**config.mk**
```make
export PLATFORM = sky130hd
export DESIGN_NAME = quad_seq_encoder
export DESIGN_NICKNAME = d
export VERILOG_FILES = /design/src/rtl/quad_seq_pkg.sv /design/src/rtl/phase_timer.sv /design/src/rtl/quad_seq_encoder.sv
export SDC_FILE = /design/constraint.sdc
export NUM_CORES = 1
export LEC_CHECK = 0
export CAP_MARGIN = 20
export CORE_ASPECT_RATIO = 0.5
export CORE_UTILIZATION = 40
export CTS_BUF_LIST = sky130_fd_sc_hd__clkbuf_4 sky130_fd_sc_hd__clkbuf_8 sky130_fd_sc_hd__clkbuf_16
export DETAILED_ROUTE_END_ITERATION = 16
export GPL_TIMING_DRIVEN = 0
export PLACE_DENSITY = 0.6
export SYNTH_ARGS = -nofsm -noshare
export SYNTH_HDL_FRONTEND = slang
export SYNTH_SLANG_ARGS = --single-unit
```
**constraint.sdc**
```tcl
create_clock -name clk -period 1.7 [get_ports clk]
set_input_delay 0.34 -clock clk [delete_from_list [all_inputs] [get_ports clk]]
set_output_delay 0.34 -clock clk [all_outputs]
set_load 0.02 [all_outputs]
```
**src/rtl/quad_seq_pkg.sv**
```systemverilog
// rtl/quad_seq_pkg.sv - shared state enum and {b,a} phase encodings for the quadrature sequence encoder
package quad_seq_pkg;

    typedef enum logic [2:0] {
        S_IDLE = 3'd0,
        S_PH1  = 3'd1,
        S_PH2  = 3'd2,
        S_PH3  = 3'd3,
        S_GAP  = 3'd4
    } qs_state_e;

    localparam logic [1:0] BA_IDLE = 2'b00;

    localparam logic [1:0] INC_PH1 = 2'b01;
    localparam logic [1:0] INC_PH2 = 2'b11;
    localparam logic [1:0] INC_PH3 = 2'b10;
    localparam logic [1:0] INC_GAP = 2'b00;

    localparam logic [1:0] DEC_PH1 = 2'b10;
    localparam logic [1:0] DEC_PH2 = 2'b11;
    localparam logic [1:0] DEC_PH3 = 2'b01;
    localparam logic [1:0] DEC_GAP = 2'b00;

    // {b,a} to drive while in state st; dir 0 = increment, 1 = decrement
    function automatic logic [1:0] phase_code(input logic dir, input qs_state_e st);
        logic [1:0] code;
        code = BA_IDLE;
        case (st)
            S_PH1:   code = dir ? DEC_PH1 : INC_PH1;
            S_PH2:   code = dir ? DEC_PH2 : INC_PH2;
            S_PH3:   code = dir ? DEC_PH3 : INC_PH3;
            S_GAP:   code = dir ? DEC_GAP : INC_GAP;
            default: code = BA_IDLE;
        endcase
        return code;
    endfunction

endpackage

```
**src/rtl/phase_timer.sv**
```systemverilog
// rtl/phase_timer.sv - per-phase hold counter; expire pulses HOLD_CYCLES cycles after start
module phase_timer #(
    parameter int HOLD_CYCLES = 4
) (
    input  logic clk,
    input  logic reset,
    input  logic start,
    output logic expire
);

    logic [7:0] cnt_q;
    logic       active_q;

    assign expire = active_q && (cnt_q == 8'd0);

    always_ff @(posedge clk or negedge reset) begin
        if (!reset) begin
            cnt_q    <= 8'd0;
            active_q <= 1'b0;
        end else if (start) begin
            cnt_q    <= 8'(HOLD_CYCLES - 1);
            active_q <= 1'b1;
        end else if (expire) begin
            active_q <= 1'b0;
        end else if (active_q) begin
            cnt_q    <= cnt_q - 8'd1;
        end
    end

endmodule

```
**src/rtl/quad_seq_encoder.sv**
```systemverilog
// rtl/quad_seq_encoder.sv - emits one four-phase quadrature sensor sequence per accepted request
module quad_seq_encoder
    import quad_seq_pkg::*;
#(
    parameter int HOLD_CYCLES = 4,
    parameter int COUNT_W     = 4
) (
    input  logic               clk,
    input  logic               reset,
    input  logic               req_valid,
    input  logic               req_dir,
    output logic               req_ready,
    output logic               a,
    output logic               b,
    output logic               inc_done,
    output logic               dec_done,
    output logic [COUNT_W-1:0] net_count
);

    qs_state_e          state_q;
    logic               dir_q;
    logic [1:0]         ba_q;
    logic               inc_done_q;
    logic               dec_done_q;
    logic [COUNT_W-1:0] count_q;
    logic               timer_start;
    logic               timer_expire;

    // Restart the timer on acceptance and on every phase advance except leaving GAP
    assign timer_start = ((state_q == S_IDLE) && req_valid) ||
                         (timer_expire && (state_q != S_GAP) && (state_q != S_IDLE));

    phase_timer #(
        .HOLD_CYCLES(HOLD_CYCLES)
    ) u_timer (
        .clk   (clk),
        .reset (reset),
        .start (timer_start),
        .expire(timer_expire)
    );

    always_ff @(posedge clk or negedge reset) begin
        if (!reset) begin
            state_q    <= S_IDLE;
            dir_q      <= 1'b0;
            ba_q       <= BA_IDLE;
            inc_done_q <= 1'b0;
            dec_done_q <= 1'b0;
            count_q    <= '0;
        end else begin
            inc_done_q <= 1'b0;
            dec_done_q <= 1'b0;
            case (state_q)
                S_IDLE: if (req_valid) begin
                    state_q <= S_PH1;
                    dir_q   <= req_dir;
                    ba_q    <= phase_code(req_dir, S_PH1);
                end
                S_PH1: if (timer_expire) begin
                    state_q <= S_PH2;
                    ba_q    <= phase_code(dir_q, S_PH2);
                end
                S_PH2: if (timer_expire) begin
                    state_q <= S_PH3;
                    ba_q    <= phase_code(dir_q, S_PH3);
                end
                S_PH3: if (timer_expire) begin
                    state_q <= S_GAP;
                    ba_q    <= phase_code(dir_q, S_GAP);
                end
                S_GAP: if (timer_expire) begin
                    state_q    <= S_IDLE;
                    ba_q       <= BA_IDLE;
                    inc_done_q <= !dir_q;
                    dec_done_q <= dir_q;
                    count_q    <= dir_q ? count_q - COUNT_W'(1) : count_q + COUNT_W'(1);
                end
                default: begin
                    state_q <= S_IDLE;
                    ba_q    <= BA_IDLE;
                end
            endcase
        end
    end

    assign req_ready = (state_q == S_IDLE);
    assign a         = ba_q[0];
    assign b         = ba_q[1];
    assign inc_done  = inc_done_q;
    assign dec_done  = dec_done_q;
    assign net_count = count_q;

endmodule
```
==> results_dict.tcl <==
set metrics [dict create \
    n_fill_cell 244 \
    syn-num-nets 117 \
    fin_nets 144 \
    gr-usage-met2_pct 34.96 \
    clockBufferDepth 2 \
    dp.cells 158 \
    r2r-start "u_timer.cnt_q[0]" \
    crit_required_ns 1.85 \
    clkTransAtPathRegs_ns 0.08 \
    cts_tree "built" \
    ys.flop_type "dfrtp_1" \
    power_density_nw_per_um2 1590 \
    synth_top_cell_by_area "dfrtp_1" \
    die-area_sq_um 3080 \
    clk_latency_ns 0.26 \
    synth_cell_types 38 \
    start_kind "flip-flop" \
    min_period_ns 1.786 \
    grt_max_degree 22 \
    synth_area_per_cell_sq_um 10.46 \
    ys_top_cells_by_area "dfrtp_1 46%, xnor2_1 4.6%, nor2_1 3.6%" \
    netlist_instances 109 \
    vias 899 \
    cts_htree_levels 1 \
    fin_skew_ns 0.003315 \
    stdcell_count 172 \
    worst_pin_slew_ns 0.4538 \
    max_slew_margin_pct 69.74 \
    grt.overflow.total 0 \
    finalPower_mw 2.361 \
    postRouteAntennaNets 0 \
    synthToLayoutAreaGrowth_pct 30.30 \
    hold_viol_final 0 \
    p_leak_nw 0.6185 \
    core_area_sq_um 2651 \
    ys_warn_count 0 \
    drive_above_1_share_pct 26.67 \
    layout_setup_ws_ns -0.08604 \
    initial_utilization_pct 42.99 \
    grt_pass1_vias 852 \
    rsz0062_at_grt "yes" \
    grt_use_met3_pct 4.884 \
    max-cap-violations 0 \
    die_w_um 77.50 \
    arrival_ns 1.94 \
    place_hpwl_um 1564 \
    finalCritPeriodShare_pct 105.1 \
    crit_type "flip-flop to flip-flop" \
    vias_per_cell 5.227 \
    worstPathMaxFanout 4 \
    cts_hold_buffers 0 \
    violations "setup timing" \
    status "finished, violations left" \
    port_buffers 12 \
    drt_pass1_iterations 2 \
    place_ws_ns -0.1235 \
    track_usage_pct 17.66 \
    synth_area_sq_um 1140 \
    critPathLaunch "u_timer.cnt_q[0]" \
    numClockSinks 21 \
    synth_top_area_share_pct 46.10 \
    diodes 0 \
    gp_congestion 0.6847 \
    drc 0 \
    ys_seq_elements 21 \
    die_y_um 39.75 \
    final_core_util_pct 56.02 \
    maxSlewViolCount 0 \
    use_met1_pct 19.61 \
    wirelength_um 2339 \
    ioPinCount 13 \
    endpoint_kind "flip-flop" \
    row_count 13 \
    async_reset_ff_share_pct 100.0 \
    grt_pass1_wl_um 3995 \
    cts_buffers 3 \
    synth_edf_count 0 \
    ys_seq_area_share_pct 46.10 \
    grt.busiest_layer "met2" \
    finalSetupViolCount 6 \
    timing.fmax_mhz 559.9 \
    antenna_found_initial 0 \
    ir_drop_uv 628.9 \
    synth_most_common_cell "dfrtp_1" \
    synth_commonest_cells "21 x dfrtp_1, 11 x nor2_1, 6 x inv_1, 6 x nand2_1, 6 x xnor2_1" \
    wire_per_inst_um 13.60 \
    min_path_type "input pin to async pin" \
    dr.first_iter.drc_count 27 \
    cts-root-buf "clkbuf_8" \
]
## sequential cells by signal, summed over array words and instances, names as in the netlist
register and cells:
u_timer.cnt_q 8, dir_q 1, state_q 3, net_count 4
inc_done 1, ba_q 2, dec_done 1, u_timer.active_q 1
## cells in the final DEF (no fill, tap or decap), drive strengths merged, types with 3 or more instances in the layout
master and count:
nand2 6, a21oi 6, o21ai 8, inv 6
nand4 3, ha 3, clkbuf 5, mux2i 3
dfrtp 21, xnor2 6, nor3 4, nor2 11
buf 11, a211oi 3, clkdlybuf4s50 11
## metrics by stage
stage | TNS (ns) | area [sq um] | hold slack, ns
after floorplan | -0.01861 | 1160 | 0.04441
after detailed placement | -1.009 | 1326 | 0.4582
after global placement | -0.6923 | 1326 | 0.4564
final | -0.3229 | 1485 | 0.2468
after global routing | -1.440 | 1485 | 0.2400
after CTS | -0.3541 | 1458 | 0.4735
## per-layer routing
metal / up-vias / share of wire [%]
met1: 443 / 47
met2: 9 / 50
li1: 445 / -
met5: - / 0
met3: 2 / 2.1
met4: 0 / 0.81
## worst max-delay path, cell delays in order (launching register included)
cell	delay [ns]
dfrtp_1	0.39
inv_2	0.08
ha_4	0.13
or4bb_4	0.50
o21ai_2	0.24
nor2_1	0.07
a211o_1	0.26
## cell type report
class,instances,area (sq um),share of cell area (%)
sequential,21,526.8,35.47
clock inverter,1,5.005,0.3370
tap,37,46.29,3.117
inverter,6,22.52,1.516
timing repair buffer,22,203.9,13.73
clock buffer,3,41.29,2.780
buffer,3,18.77,1.264
multi-input combinational,79,620.6,41.79
## where the power goes
group          internal (mW)  total, mW  switching [mW]
clock                  0.164      0.332           0.169
combinational          0.606       1.18           0.570
sequential             0.657      0.853           0.195
total                   1.43       2.36           0.935
## worst paths after layout
check	endpoint	slack [ns]	cells after the start
worst max register to register	u_timer.cnt_q[1]	-0.09	6
min in group clk	net_count[3]	0.47	1
worst min-delay path	u_timer.cnt_q[3]	0.25	1
max in group asynchronous	net_count[2]	1.10	2
worst max-delay path	u_timer.cnt_q[1]	-0.09	6
worst min register to register	net_count[3]	0.47	1
## cell families (layout without fill, tap and decap cells)
kind of cell	count (synthesis)	count (layout)	synth area share, %
fa+ha+maj	4	4	5.050
mux	4	4	3.622
compound gates	22	22	12.62
xor+xnor	8	8	6.147
buf+inv	9	35	3.622
flops	21	21	46.10
simple gates	41	41	22.83
## what timing repair did
item | 4_1_cts | 5_1_grt
gates resized for setup | 9 | 2
pin swaps | 6 | 0
gates cloned | 0 | 0
endpoints found under the setup margin | 13 | 14
buffers inserted | 9 | 0
Power figures use the tool's default switching activity.
